### src/rtl/comparator_sar_search_pkg.sv
// rtl/comparator_sar_search_pkg.sv - shared state encoding and helpers for the SAR comparator search
package comparator_sar_search_pkg;

    localparam int DEFAULT_WIDTH = 4;

    // IDLE and SEARCH encodings are shared by the controller and anything that
    // observes its state.
    typedef enum logic {
        ST_IDLE   = 1'b0,
        ST_SEARCH = 1'b1
    } sar_state_t;

    // Comparator flags packed as {gt, lt, eq}; exactly one must be set.
    function automatic logic flags_legal(input logic [2:0] flags);
        return (flags == 3'b100) || (flags == 3'b010) || (flags == 3'b001);
    endfunction

endpackage

### src/rtl/comparator_sar_search.sv
// rtl/comparator_sar_search.sv - MSB-first binary search driving an external magnitude comparator
module comparator_sar_search
    import comparator_sar_search_pkg::*;
#(
    parameter int WIDTH = DEFAULT_WIDTH
) (
    input  logic             clk,
    input  logic             rst,
    input  logic             start,
    input  logic             a_gt_b,
    input  logic             a_lt_b,
    input  logic             a_eq_b,
    output logic [WIDTH-1:0] trial,
    output logic             busy,
    output logic             done,
    output logic [WIDTH-1:0] result,
    output logic             err
);

    localparam int               IDX_W    = (WIDTH > 1) ? $clog2(WIDTH) : 1;
    localparam logic [IDX_W-1:0] MSB_IDX  = IDX_W'(WIDTH - 1);
    localparam logic [WIDTH-1:0] MSB_ONLY = WIDTH'(1) << (WIDTH - 1);

    sar_state_t       state_q, state_d;
    logic [WIDTH-1:0] trial_q, trial_d;
    logic [IDX_W-1:0] idx_q, idx_d;
    logic [WIDTH-1:0] result_q, result_d;
    logic             err_q, err_d;
    logic             done_q, done_d;

    logic [2:0]       flags;
    logic [WIDTH-1:0] step;
    logic             finish;
    logic [WIDTH-1:0] fin_value;
    logic             fin_err;

    assign flags = {a_gt_b, a_lt_b, a_eq_b};

    // Register all controller state; reset aborts any search without a done pulse.
    always_ff @(posedge clk) begin
        if (rst) begin
            state_q  <= ST_IDLE;
            trial_q  <= '0;
            idx_q    <= '0;
            result_q <= '0;
            err_q    <= 1'b0;
            done_q   <= 1'b0;
        end else begin
            state_q  <= state_d;
            trial_q  <= trial_d;
            idx_q    <= idx_d;
            result_q <= result_d;
            err_q    <= err_d;
            done_q   <= done_d;
        end
    end

    // Next-state logic: one comparator evaluation per cycle while searching.
    always_comb begin
        state_d   = state_q;
        trial_d   = trial_q;
        idx_d     = idx_q;
        result_d  = result_q;
        err_d     = err_q;
        done_d    = 1'b0;
        step      = trial_q;
        finish    = 1'b0;
        fin_value = trial_q;
        fin_err   = 1'b0;

        case (state_q)
            ST_IDLE: begin
                trial_d = '0;
                if (start) begin
                    state_d = ST_SEARCH;
                    trial_d = MSB_ONLY;
                    idx_d   = MSB_IDX;
                    err_d   = 1'b0;
                end
            end

            ST_SEARCH: begin
                if (!flags_legal(flags)) begin
                    finish  = 1'b1;
                    fin_err = 1'b1;
                end else if (a_eq_b) begin
                    finish = 1'b1;
                end else begin
                    // Target below trial: the bit under test must be dropped.
                    if (a_lt_b) begin
                        step[idx_q] = 1'b0;
                    end
                    if (idx_q == '0) begin
                        // Still above trial after the LSB means no value fits.
                        finish    = 1'b1;
                        fin_value = step;
                        fin_err   = a_gt_b;
                    end else begin
                        step[idx_q - 1'b1] = 1'b1;
                        trial_d = step;
                        idx_d   = idx_q - 1'b1;
                    end
                end

                if (finish) begin
                    state_d  = ST_IDLE;
                    trial_d  = '0;
                    idx_d    = '0;
                    done_d   = 1'b1;
                    result_d = fin_value;
                    err_d    = fin_err;
                end
            end

            default: begin
                state_d = ST_IDLE;
                trial_d = '0;
            end
        endcase
    end

    assign trial  = trial_q;
    assign busy   = (state_q == ST_SEARCH);
    assign done   = done_q;
    assign result = result_q;
    assign err    = err_q;

endmodule
### config.mk
export PLATFORM = sky130hd
export DESIGN_NAME = comparator_sar_search
export DESIGN_NICKNAME = d
export VERILOG_FILES = /design/src/rtl/comparator_sar_search_pkg.sv /design/src/rtl/comparator_sar_search.sv
export SDC_FILE = /design/constraint.sdc
export NUM_CORES = 1
export LEC_CHECK = 0
export BUFFER_PORTS_ARGS = -buffer_cell sky130_fd_sc_hd__buf_2
export CAP_MARGIN = 20
export CORE_MARGIN = 2
export CORE_UTILIZATION = 46
export DETAILED_ROUTE_END_ITERATION = 8
export GPL_TIMING_DRIVEN = 0
export HOLD_SLACK_MARGIN = 0.15
export PLACE_DENSITY = 0.71
export SLEW_MARGIN = 30
export SYNTH_ARGS = -nofsm -noshare
export SYNTH_HDL_FRONTEND = slang
export SYNTH_SLANG_ARGS = --single-unit
### constraint.sdc
create_clock -name clk -period 4.1 [get_ports clk]
set_input_delay 0.205 -clock clk [delete_from_list [all_inputs] [get_ports clk]]
set_output_delay 0.205 -clock clk [all_outputs]
set_load 0.02 [all_outputs]
# Yosys cells after proc, flatten, opt, wreduce, memory -nomap -nowiden
# Index checks and enable logic that the tools add are counted.
[totals]
ff_bits = 13
elab_cells = 70
[classes]
add_sub_neg = 1
magnitude_cmp = 4
eq_ne = 8
muxes = 37
bitwise = 4
reduce_logical = 10
[op_table]
columns = ["op", "count"]
rows = [
  ["$mux 4", 12],
  ["$mux 1", 14],
  ["$mux 2", 5],
  ["$pmux 4 s2", 1],
  ["$lt 2x3->1 const B", 2],
  ["$ne 3x2->1 const B", 2],
  ["$and 4x4->4", 1],
  ["$demux 1 s2", 2],
  ["$ge 2x1->1 const B", 2],
  ["$not 4->4", 1],
  ["$or 4x4->4", 1],
  ["$pmux 1 s2", 2],
  ["$pmux 2 s2", 1],
  ["$reduce_and 2->1", 2],
  ["$reduce_and 4->1", 1],
  ["$eq 3x1->1 const B", 1],
  ["$eq 3x2->1 const B", 1],
  ["$eq 3x3->1 const B", 1],
  ["$ne 3x1->1 const B", 1],
  ["$reduce_and 3->1", 1],
  ["$logic_and 1x1->1", 2],
  ["$logic_not 2->1", 1],
  ["$logic_or 1x1->1", 2],
  ["$ne 2x1->1 const B", 1],
  ["4 further kinds", 4],
]

# Logic depth before layout (Yosys ltp)
# Gate-level depths: netlist of the first run.
[logic_depth]
ltp_word = 16
mapped_depth = 5

# Least setup slack after synthesis of the first run
# OpenSTA, ideal clock, no wires.
[synth_timing]
path_type = "register to register"
from = "register idx_q[0]"
to = "register err_q, in the netlist err"
setup_time_ns = 0.121
arrival_ns = 1.436
required_time_ns = 3.979
path_slack_ns = 2.543
stages_incl_launch_ff = 6
path_buffers = 0
synth_period_minus_slack_ns = 1.557
path_cell_list = "dfxtp_1 -> inv_1 -> ha_1 -> nor2_1 -> a21bo_4 -> mux2_4"
[synth_via]
elab_chain_len = 7
[synth_lines]
columns = ["item", "line_no", "rtl"]
rows = [
  ["start, declared", "comparator_sar_search.sv:26", "logic [IDX_W-1:0] idx_q, idx_d;"],
  ["start signal, assigned", "comparator_sar_search.sv:51", "idx_q <= idx_d;"],
  ["$logic_not 2->1 *", "comparator_sar_search.sv:93", "if (idx_q == '0) begin"],
  ["$mux 1", "comparator_sar_search.sv:93", ""],
  ["$mux 1", "comparator_sar_search.sv:86", "end else if (a_eq_b) begin"],
  ["$mux 1", "comparator_sar_search.sv:83", "if (!flags_legal(flags)) begin"],
  ["$mux 1", "comparator_sar_search.sv:71", "case (state_q)"],
  ["$ne 2x1->1 (no source line)", "n/a", ""],
  ["$reduce_and 2->1 (no source line)", "n/a", ""],
  ["end signal, assigned", "comparator_sar_search.sv:53", "err_q <= err_d;"],
  ["end, declared", "comparator_sar_search.sv:28", "logic err_q, err_d;"],
]
# Every way passes the cells marked *; elsewhere a longest branch is shown, timed or not. The select of a mux whose other input is x is not followed.
# A chain may end at the register's enable or synchronous reset.

# Final worst setup path of the first run
[layout_timing]
from = "register idx_q[1]"
to = "register err_q, in the netlist err"
# Same word-level chain as after synthesis.

==> flow_metrics.tcl, run 1 <==
set metrics [dict create \
    portBuffers 15 \
    hpwl_um 935 \
    grt_overflow_total 0 \
    avgSynthCellArea_um2 9.51 \
    ys_seq_elements 13 \
    netlist_area_um2 684 \
    crit_required_ns 4.27 \
    fin_worst_skew_ns 0.00979 \
    p_int_mw 0.186 \
    die_area_um2 1810 \
    synth_cells 72 \
    tightest_slew_ns 0.416 \
    cp_slowest_stage_delay_ns 0.44 \
    dr.pass1.iters 2 \
    clock-sinks 13 \
    max_freq_ghz 0.570 \
    worstPathMaxFanout 6 \
    gp_congestion 0.726 \
    seqPwrFrac_pct 52.5 \
    fin_total_pwr_mw 0.258 \
    cts_buffers 3 \
    via_per_inst 4.93 \
    num_rows 13 \
    drc 0 \
    clock_latency_ns 0.27 \
    clockBufferDepth 2 \
    postCtsHoldBufs 0 \
    power_frac_clock_pct 30.9 \
    dp_slack_ns 2.35 \
    antenna_found_initial 0 \
    cts-root-buf "clkbuf_4" \
    power.density_nw_per_um2 320 \
    min_path_type "primary input to flop" \
    postCtsSetupBuffers 0 \
    fin_tns_setup_ns 0 \
    ys_warn_count 0 \
    cts_resized 0 \
    power_frac_comb_pct 16.6 \
    routed_wl_um 1210 \
    ys.flop_type "dfxtp_1" \
    diodes 0 \
    yosysSeqAreaShare_pct 38.0 \
    switching_share_pct 27.6 \
    start_util_pct 50.7 \
    p_sw_mw 0.0711 \
    drv_slew 0 \
    whs_ns 0.192 \
    synthTopCellsByArea "dfxtp_1 (38%), ha_1 (13%), mux2i_1 (5.9%)" \
    hold_violations 0 \
    worstSetupPathType "flop to flop" \
    postRouteAntennaNets 0 \
    wl_per_cell_um 11.4 \
    min_period_ns 1.75 \
    cts_tree "yes" \
    yosysTopAreaCellShare_pct 38.0 \
    grt_util_all_layers_pct 15.4 \
    timing.final.ws_setup_ns 2.35 \
    htree_levels 1 \
    ios 17 \
    vdd_drop_max_v 0.000178 \
    n_fill_cell 135 \
    worst_setup_path_end_kind "flop" \
    setup_viol 0 \
    syn2layout_area_growth_pct 17.6 \
    outcome "complete, no violations" \
    synth-edff-count 0 \
    drt-initial-drc-count 3 \
    async_reset_ff_share_pct 0 \
    period_share_pct 42.8 \
    num_vias 523 \
    rsz0062_at_grt "false" \
    p_leak_nw 0.378 \
    ys_types 26 \
    clk_pin_slew_ns 0.09 \
    synth_area_leader_cell "dfxtp_1" \
    grt_max_degree 11 \
    synth.net_count 85 \
    startpoint_type "flop" \
    cap_viol_max_count 0 \
    fp.dieW_um 42.6 \
    critPathBufInv 1 \
    relSlewSlack_pct 72.2 \
    grt_pass1_vias 479 \
    cp_cell_sequence "inv_1 -> ha_1 -> nor2_1 -> a21bo_4 -> mux2_4" \
    crit_family "flip-flops" \
    nets 105 \
    grt_pass1_wl_um 2080 \
    die_h_um 42.6 \
    drive_gt1_share_pct 26.4 \
    slowest_stage "dfxtp_1" \
    cp.arrival_ns 1.93 \
    coreArea_um2 1350 \
]
[power by group through the flow]
stage          Sequential (mW)  Clock, mW  Combinational, mW
2_1_floorplan            0.141          0             0.0279
3_3_place_gp             0.138          0             0.0420
3_5_place_dp             0.138          0             0.0426
4_1_cts                  0.135     0.0829             0.0429
5_1_grt                  0.136     0.0921             0.0478
6_report                 0.135     0.0795             0.0427
[logic make-up (layout without fill, tap and decap cells)]
group / after synthesis / after routing / synth area share, %
and+or+nand+nor: 21 / 21 / 15.7
DFF: 13 / 13 / 38.0
xor gates and xnor gates: 2 / 2 / 3.66
adders and majority gates: 7 / 7 / 12.8
muxes: 5 / 5 / 8.04
buffers and inverters: 8 / 27 / 5.48
AOI/OAI and AO/OA: 16 / 16 / 16.3
[sequential cells by signal (all words and copies together) (netlist names)]
signal and cells:
idx_q 2, busy 1, done 1, result 4, err 1, trial 4
[Yosys cell counts, types with 2 or more instances]
cell type and instances:
dfxtp_1 13, nand2_1 8, ha_1 7, a21oi_1 6, inv_1 6, nor2_1 5
mux2i_1 4, o211ai_1 3, nand4_1 2, o21bai_1 2
[worst register-to-register path: cells and delay by family (launching register included)]
kind | cells | cell delay (ns)
and+or+nand+nor | 1 | 0.34
muxes | 1 | 0.30
AOI/OAI and AO/OA | 1 | 0.23
buffers and inverters | 1 | 0.12
adders and majority gates | 1 | 0.23
DFF | 1 | 0.44
[layout make-up]
class / instances / area (um2) / share of cell area, %
buffer: 1 / 11.3 / 1.40
timing repair buffer: 15 / 75.1 / 9.33
tap: 15 / 18.8 / 2.33
multi-input combinational: 51 / 387 / 48.1
inverter: 7 / 26.3 / 3.27
clock buffer: 4 / 26.3 / 3.27
sequential: 13 / 260 / 32.3
[cell usage in the layout (no fill, tap or decap), drive strengths merged]
| cell type | Yosys | routed |
|---|---|---|
| buf | 1 | 16 |
| dfxtp | 13 | 13 |
| nand2 | 8 | 8 |
| ha | 7 | 7 |
| inv | 7 | 7 |
| a21oi | 6 | 6 |
| nor2 | 5 | 5 |
| mux2i | 4 | 4 |
| clkbuf | 0 | 4 |
| o211ai | 3 | 3 |
| o21bai | 2 | 2 |
| nand4 | 2 | 2 |
| xor2 | 2 | 2 |
| nand4b | 1 | 1 |
| nand4bb | 1 | 1 |
| a21boi | 1 | 1 |
| and2b | 1 | 1 |
| a221oi | 1 | 1 |
| nand2b | 1 | 1 |
| and3 | 1 | 1 |
| a21bo | 1 | 1 |
| mux2 | 1 | 1 |
| o21ai | 1 | 1 |
| o22ai | 1 | 1 |
| nand3 | 1 | 1 |
[per-stage QoR]
step	instance area [um2]	utilization [%]	cells
after floorplan	684	-	72
after global placement	778	57.6	102
after detailed placement	778	57.6	102
after CTS	805	59.6	106
after global routing	805	59.6	106
final	805	59.6	106
[routing by layer]
layer	share of wire, %	global-route usage, %	up-vias
met5	0	0	-
met2	46	22.2	11
met1	50	20.3	229
li1	-	-	283
met4	0	7.50	0
met3	3.6	5.17	0
[path summary, 6_finish.rpt]
| check | slack (ns) | cells after the start | startpoint | endpoint |
|---|---|---|---|---|
| max reg2reg | 2.35 | 5 | idx_q[1] | err |
| max | 2.35 | 5 | idx_q[1] | err |
| min reg2reg | 0.46 | 2 | result[3] | result[3] |
| min | 0.19 | 2 | rst | idx_q[1] |
Power figures use the tool's default switching activity.
==> inputs of run 2 (changes only) <==
- ABC_AREA: unset -> 1
- CORE_UTILIZATION: 46 -> 44
- clock period: 4.1 -> 1.45 ns (I/O delays scaled with it)
==> run 2 against run 1 <==
- worst setup slack lost 2.2 ns
- worst hold slack got worse by 0.030 ns
- sequential share of layout area is 0.17 points higher
- non-clock buffer count up 2
- clock power rose to 2.7 times the previous value
- global-route usage fell by 0.98 points
- power increased to 3.0 times the previous value
- via count rose by 17%
- critical path type unchanged
- critical endpoint is now result[3]
- largest cell class unchanged
- highest routed layer is now met4
==> flow_metrics.tcl, run 2 <==
set metrics [dict create \
    outcome "complete, no violations" \
    ys_types 16 \
    hold_violations 0 \
    die_h_um 43.0 \
    p_leak_nw 0.423 \
    async_reset_ff_share_pct 0 \
    ys.flop_type "dfxtp_1" \
    cts_tree "yes" \
    vdd_drop_max_v 0.000539 \
    tightest_slew_ns 0.231 \
    via_per_inst 4.72 \
    power.density_nw_per_um2 951 \
    syn2layout_area_growth_pct 23.0 \
    min_period_ns 1.33 \
    portBuffers 16 \
    wl_per_cell_um 9.60 \
    nets 128 \
    ys_warn_count 0 \
    setup_viol 0 \
    min_path_type "primary input to flop" \
    whs_ns 0.163 \
    cts_buffers 3 \
    crit_required_ns 1.65 \
    grt_pass1_wl_um 2010 \
    clk_pin_slew_ns 0.08 \
    cp.arrival_ns 1.53 \
    layout_commonest_cell "nand2_1" \
    fin_worst_skew_ns 0.00494 \
    rsz0062_at_grt "false" \
    clockBufferDepth 2 \
    diodes 0 \
    yosysMostFrequentCell "nand2_1" \
    start_util_pct 45.5 \
    clock-sinks 13 \
    die_area_um2 1850 \
    synthTopCellsByArea "dfxtp_1 (39%), ha_1 (13%), nand2_1 (11%)" \
    postCtsSetupBuffers 0 \
    startpoint_type "flop" \
    grt_overflow_total 0 \
    final-seq-area_um2 268 \
    hpwl_um 980 \
    num_rows 14 \
    utilization_pct 56.0 \
    ys_seq_elements 13 \
    ios 17 \
    synth_area_leader_cell "dfxtp_1" \
    clock_latency_ns 0.27 \
    dr.pass1.iters 2 \
    dp.cells 124 \
    fin_total_pwr_mw 0.783 \
    cts-root-buf "clkbuf_4" \
    stdcell_count 130 \
    coreArea_um2 1470 \
    worstSetupPathType "flop to flop" \
    cap_viol_max_count 0 \
    drt-initial-drc-count 4 \
    relSlewSlack_pct 84.5 \
    yosysTopAreaCellShare_pct 38.9 \
    worst_setup_path_end_kind "flop" \
    antenna_found_initial 0 \
    avgSynthCellArea_um2 7.28 \
    n_fill_cell 152 \
    drv_slew 0 \
    drive_gt1_share_pct 24.6 \
    routed_wl_um 1250 \
    yosysSeqAreaShare_pct 38.9 \
    drc 0 \
    netlist_area_um2 669 \
    fin_tns_setup_ns 0 \
    synth.net_count 105 \
    synth_commonest_cells "nand2_1 (20), nor2_1 (15), dfxtp_1 (13)" \
    multi_input_area_um2 358 \
    gp_congestion 0.771 \
    postRouteAntennaNets 0 \
    synth_cells 92 \
    max_freq_ghz 0.752 \
    final_cell_mix "nand2_1 (20), buf_2 (16), nor2_1 (15)" \
    grt_max_degree 8 \
    period_share_pct 91.7 \
    fp.dieW_um 43.0 \
    synth-edff-count 0 \
    worstPathMaxFanout 7 \
    htree_levels 1 \
    num_vias 613 \
    grt_pass1_vias 529 \
    grt_util_all_layers_pct 14.4 \
]
## run 2: kinds of logic (layout without fill, tap and decap cells)
| logic type | count (synthesis) | count (layout) | share of synthesized area, % |
|---|---|---|---|
| AO/OA/AOI/OAI | 15 | 15 | 12.0 |
| buffers and inverters | 13 | 35 | 7.66 |
| flip-flops | 13 | 13 | 38.9 |
| adder cells (fa/ha/maj) | 7 | 7 | 13.1 |
| AND/OR/NAND/NOR | 44 | 44 | 28.4 |
## run 2: final timing paths
path,start,end,slack (ns),cells past startpoint
worst max-delay path,idx_q[0],result[3],0.12,9
worst min-delay path,a_lt_b,trial[1],0.16,4
worst max register to register,idx_q[0],result[3],0.12,9
worst min register to register,result[3],result[3],0.48,2
## run 2: routing by layer
metal	global-route usage (%)	up-vias	wire, um
met5	0	-	0
met4	7.27	0	9
met3	4.26	2	43
met2	23.9	9	614
met1	16.6	271	580
li1	-	331	-
## run 2: stage by stage
stage	instance area (um2)	setup WS, ns
final	823	0.120
after global routing	823	0.00430
after CTS	817	0.0147
after detailed placement	769	0.0128
after global placement	769	0.0288
after floorplan	669	0.147
## run 2: cell type report
| cell class | count | area share, % |
|---|---|---|
| Tap cell | 16 | 2.43 |
| Timing Repair Buffer | 18 | 12.2 |
| Inverter | 13 | 6.23 |
| Clock buffer | 4 | 3.19 |
| Sequential cell | 13 | 32.5 |
| Multi-Input combinational cell | 66 | 43.5 |
## run 2: worst max-delay path, cell delays in order, from the launching register on
cell	delay, ns
dfxtp_4	0.37
inv_2	0.06
ha_1	0.22
nor2_1	0.12
nand3_2	0.13
nand2_4	0.14
inv_4	0.06
nand2_1	0.05
nand2_1	0.04
nor2_1	0.08
## run 2: timing repair
action | 4_1_cts | 5_1_grt
pin swaps | 0 | 1
hold buffers | 2 | 0
resized for setup | 1 | 4
gates cloned | 0 | 0
endpoints found under the setup margin | 3 | 12
hold endpoints to repair | 4 | 0
## run 2: power by group
part / switching (mW) / internal (mW)
Combinational: 0.107 / 0.0616
Sequential: 0.0185 / 0.381
Clock: 0.109 / 0.106
Total: 0.234 / 0.549
==> inputs of run 3 (changes only) <==
- CORE_UTILIZATION: 44 -> 46
- clock period: 1.45 -> 1.6 ns (I/O delays scaled with it)
==> run 3 against run 2 <==
- combinational power shrank 9%
- die area shrank 4.0%
- fmax shrank 5.4%
- register-to-register slack gained 0.07 ns
- clock skew grew 0.0018 ns
- first-iteration DRC count grew to 4.8 times the previous value
- flip-flop and latch count is the same
- count of clock-buffer cells in the layout is the same
- worst hold slack gained 0.014 ns
- core utilization grew 5.3 points
- clock power shrank 6%
- non-clock buffer count is the same
- largest cell class unchanged
==> flow_metrics.tcl, run 3 (synthesized netlist as in run 2, its figures left out) <==
set metrics [dict create \
    period_share_pct 87.9 \
    crit_top_cell "nor2_1" \
    via_per_inst 4.74 \
    clk_pin_slew_ns 0.08 \
    postRouteAntennaNets 0 \
    die_h_um 42.1 \
    worstSetupPathType "flop to flop" \
    relSlewSlack_pct 84.4 \
    grt_util_all_layers_pct 16.0 \
    cp_cell_sequence "inv_1 -> ha_1 -> nor2_1 -> nand3_2 -> nor2_2 -> nand2_1 -> nor2_1" \
    dr.pass1.iters 4 \
    coreArea_um2 1330 \
    cts_tree "yes" \
    num_vias 612 \
    drive_gt1_share_pct 23.7 \
    syn2layout_area_growth_pct 22.1 \
    tightest_slew_ns 0.234 \
    cts_buffers 3 \
    grt_overflow_total 0 \
    slowest_stage "dfxtp_2" \
    htree_levels 1 \
    wl_per_cell_um 9.88 \
    rsz0062_at_grt "false" \
    final_cell_area_um2 817 \
    antenna_found_initial 0 \
    clock_latency_ns 0.27 \
    postCtsSetupBuffers 0 \
    die_area_um2 1780 \
    place_area_um2 768 \
    max_freq_ghz 0.711 \
    startpoint_type "flop" \
    cap_viol_max_count 0 \
    stdcell_count 129 \
    drt-initial-drc-count 19 \
    drv_slew 0 \
    num_rows 13 \
    fp.dieW_um 42.1 \
    grt_pass1_wl_um 2190 \
    min_period_ns 1.41 \
    fin_tns_setup_ns 0 \
    hold_violations 0 \
    nets 128 \
    crit_required_ns 1.81 \
    start_util_pct 50.2 \
    cts-root-buf "clkbuf_4" \
    grt_max_degree 8 \
    worstPathMaxFanout 5 \
    n_fill_cell 133 \
    cp_slowest_stage_delay_ns 0.37 \
    cp.arrival_ns 1.62 \
    gp_congestion 0.739 \
    clockBufferDepth 2 \
    p_leak_nw 0.422 \
    ios 17 \
    final_cell_mix "nand2_1 (20), buf_2 (16), nor2_1 (15)" \
    power.density_nw_per_um2 878 \
    grt_pass1_vias 567 \
    routed_wl_um 1280 \
    portBuffers 16 \
    dp.cells 123 \
    clock-sinks 13 \
    fin_worst_skew_ns 0.00675 \
    vdd_drop_max_v 0.000374 \
    diodes 0 \
    min_path_type "primary input to flop" \
    drc 0 \
    layout_commonest_cell "nand2_1" \
    setup_viol 0 \
    worst_setup_path_end_kind "flop" \
    outcome "complete, no violations" \
    utilization_pct 61.3 \
    hpwl_um 1000 \
]
==> run 3: cell counts in the layout (fill, tap and decap cells not counted) <==
No cell type changed its count.
==> run 3: through the flow <==
stage	setup slack, ns	hold WS (ns)	power (mW)
2_1_floorplan	0.297	0.149	0.475
3_3_place_gp	0.174	0.287	0.517
3_5_place_dp	0.143	0.290	0.520
4_1_cts	0.117	0.178	0.725
5_1_grt	0.0484	0.197	0.768
6_report	0.194	0.176	0.718
==> run 3: metal layers <==
layer  global-route usage (%)  vias to the layer above  part of all wire, %
met2                     28.4                       11                   47
met3                     3.88                        4                  3.6
li1                         -                      331                    -
met1                     17.7                      266                   48
met4                     7.50                        0                  1.7
met5                        0                        -                    0
==> run 3: worst max-delay path: cells and delay by family (launching register included) <==
family / cells / cell delay, ns
buffers and inverters: 1 / 0.11
and+or+nand+nor: 5 / 0.61
DFF: 1 / 0.37
adders and majority gates: 1 / 0.25
==> run 3: repair_timing <==
action / 4_1_cts / 5_1_grt
hold buffers: 2 / 0
hold endpoints to repair: 4 / 0
gates resized for setup: 0 / 2
setup endpoints to repair: 0 / 3
==> run 3: final timing paths <==
path | start | cells past startpoint | end | slack, ns
max reg2reg | idx_q[0] | 7 | trial[2] | 0.19
max | idx_q[0] | 7 | trial[2] | 0.19
min | a_eq_b | 4 | err | 0.18
min reg2reg | result[3] | 2 | result[3] | 0.48
==> run 3: report_power, final <==
part           internal, mW  total (mW)  switching, mW
clock network        0.0966       0.202          0.106
logic                0.0563       0.153         0.0970
registers             0.346       0.362         0.0161
==> run 3: area by class of cell <==
| class | count | area, um2 | share of cell area [%] |
|---|---|---|---|
| inverters | 13 | 51.3 | 6.28 |
| repair buffers | 18 | 100 | 12.3 |
| multi-input cells | 66 | 358 | 43.8 |
| well taps | 15 | 18.8 | 2.30 |
| flip-flops and latches | 13 | 263 | 32.2 |
| clock buffers | 4 | 26.3 | 3.22 |
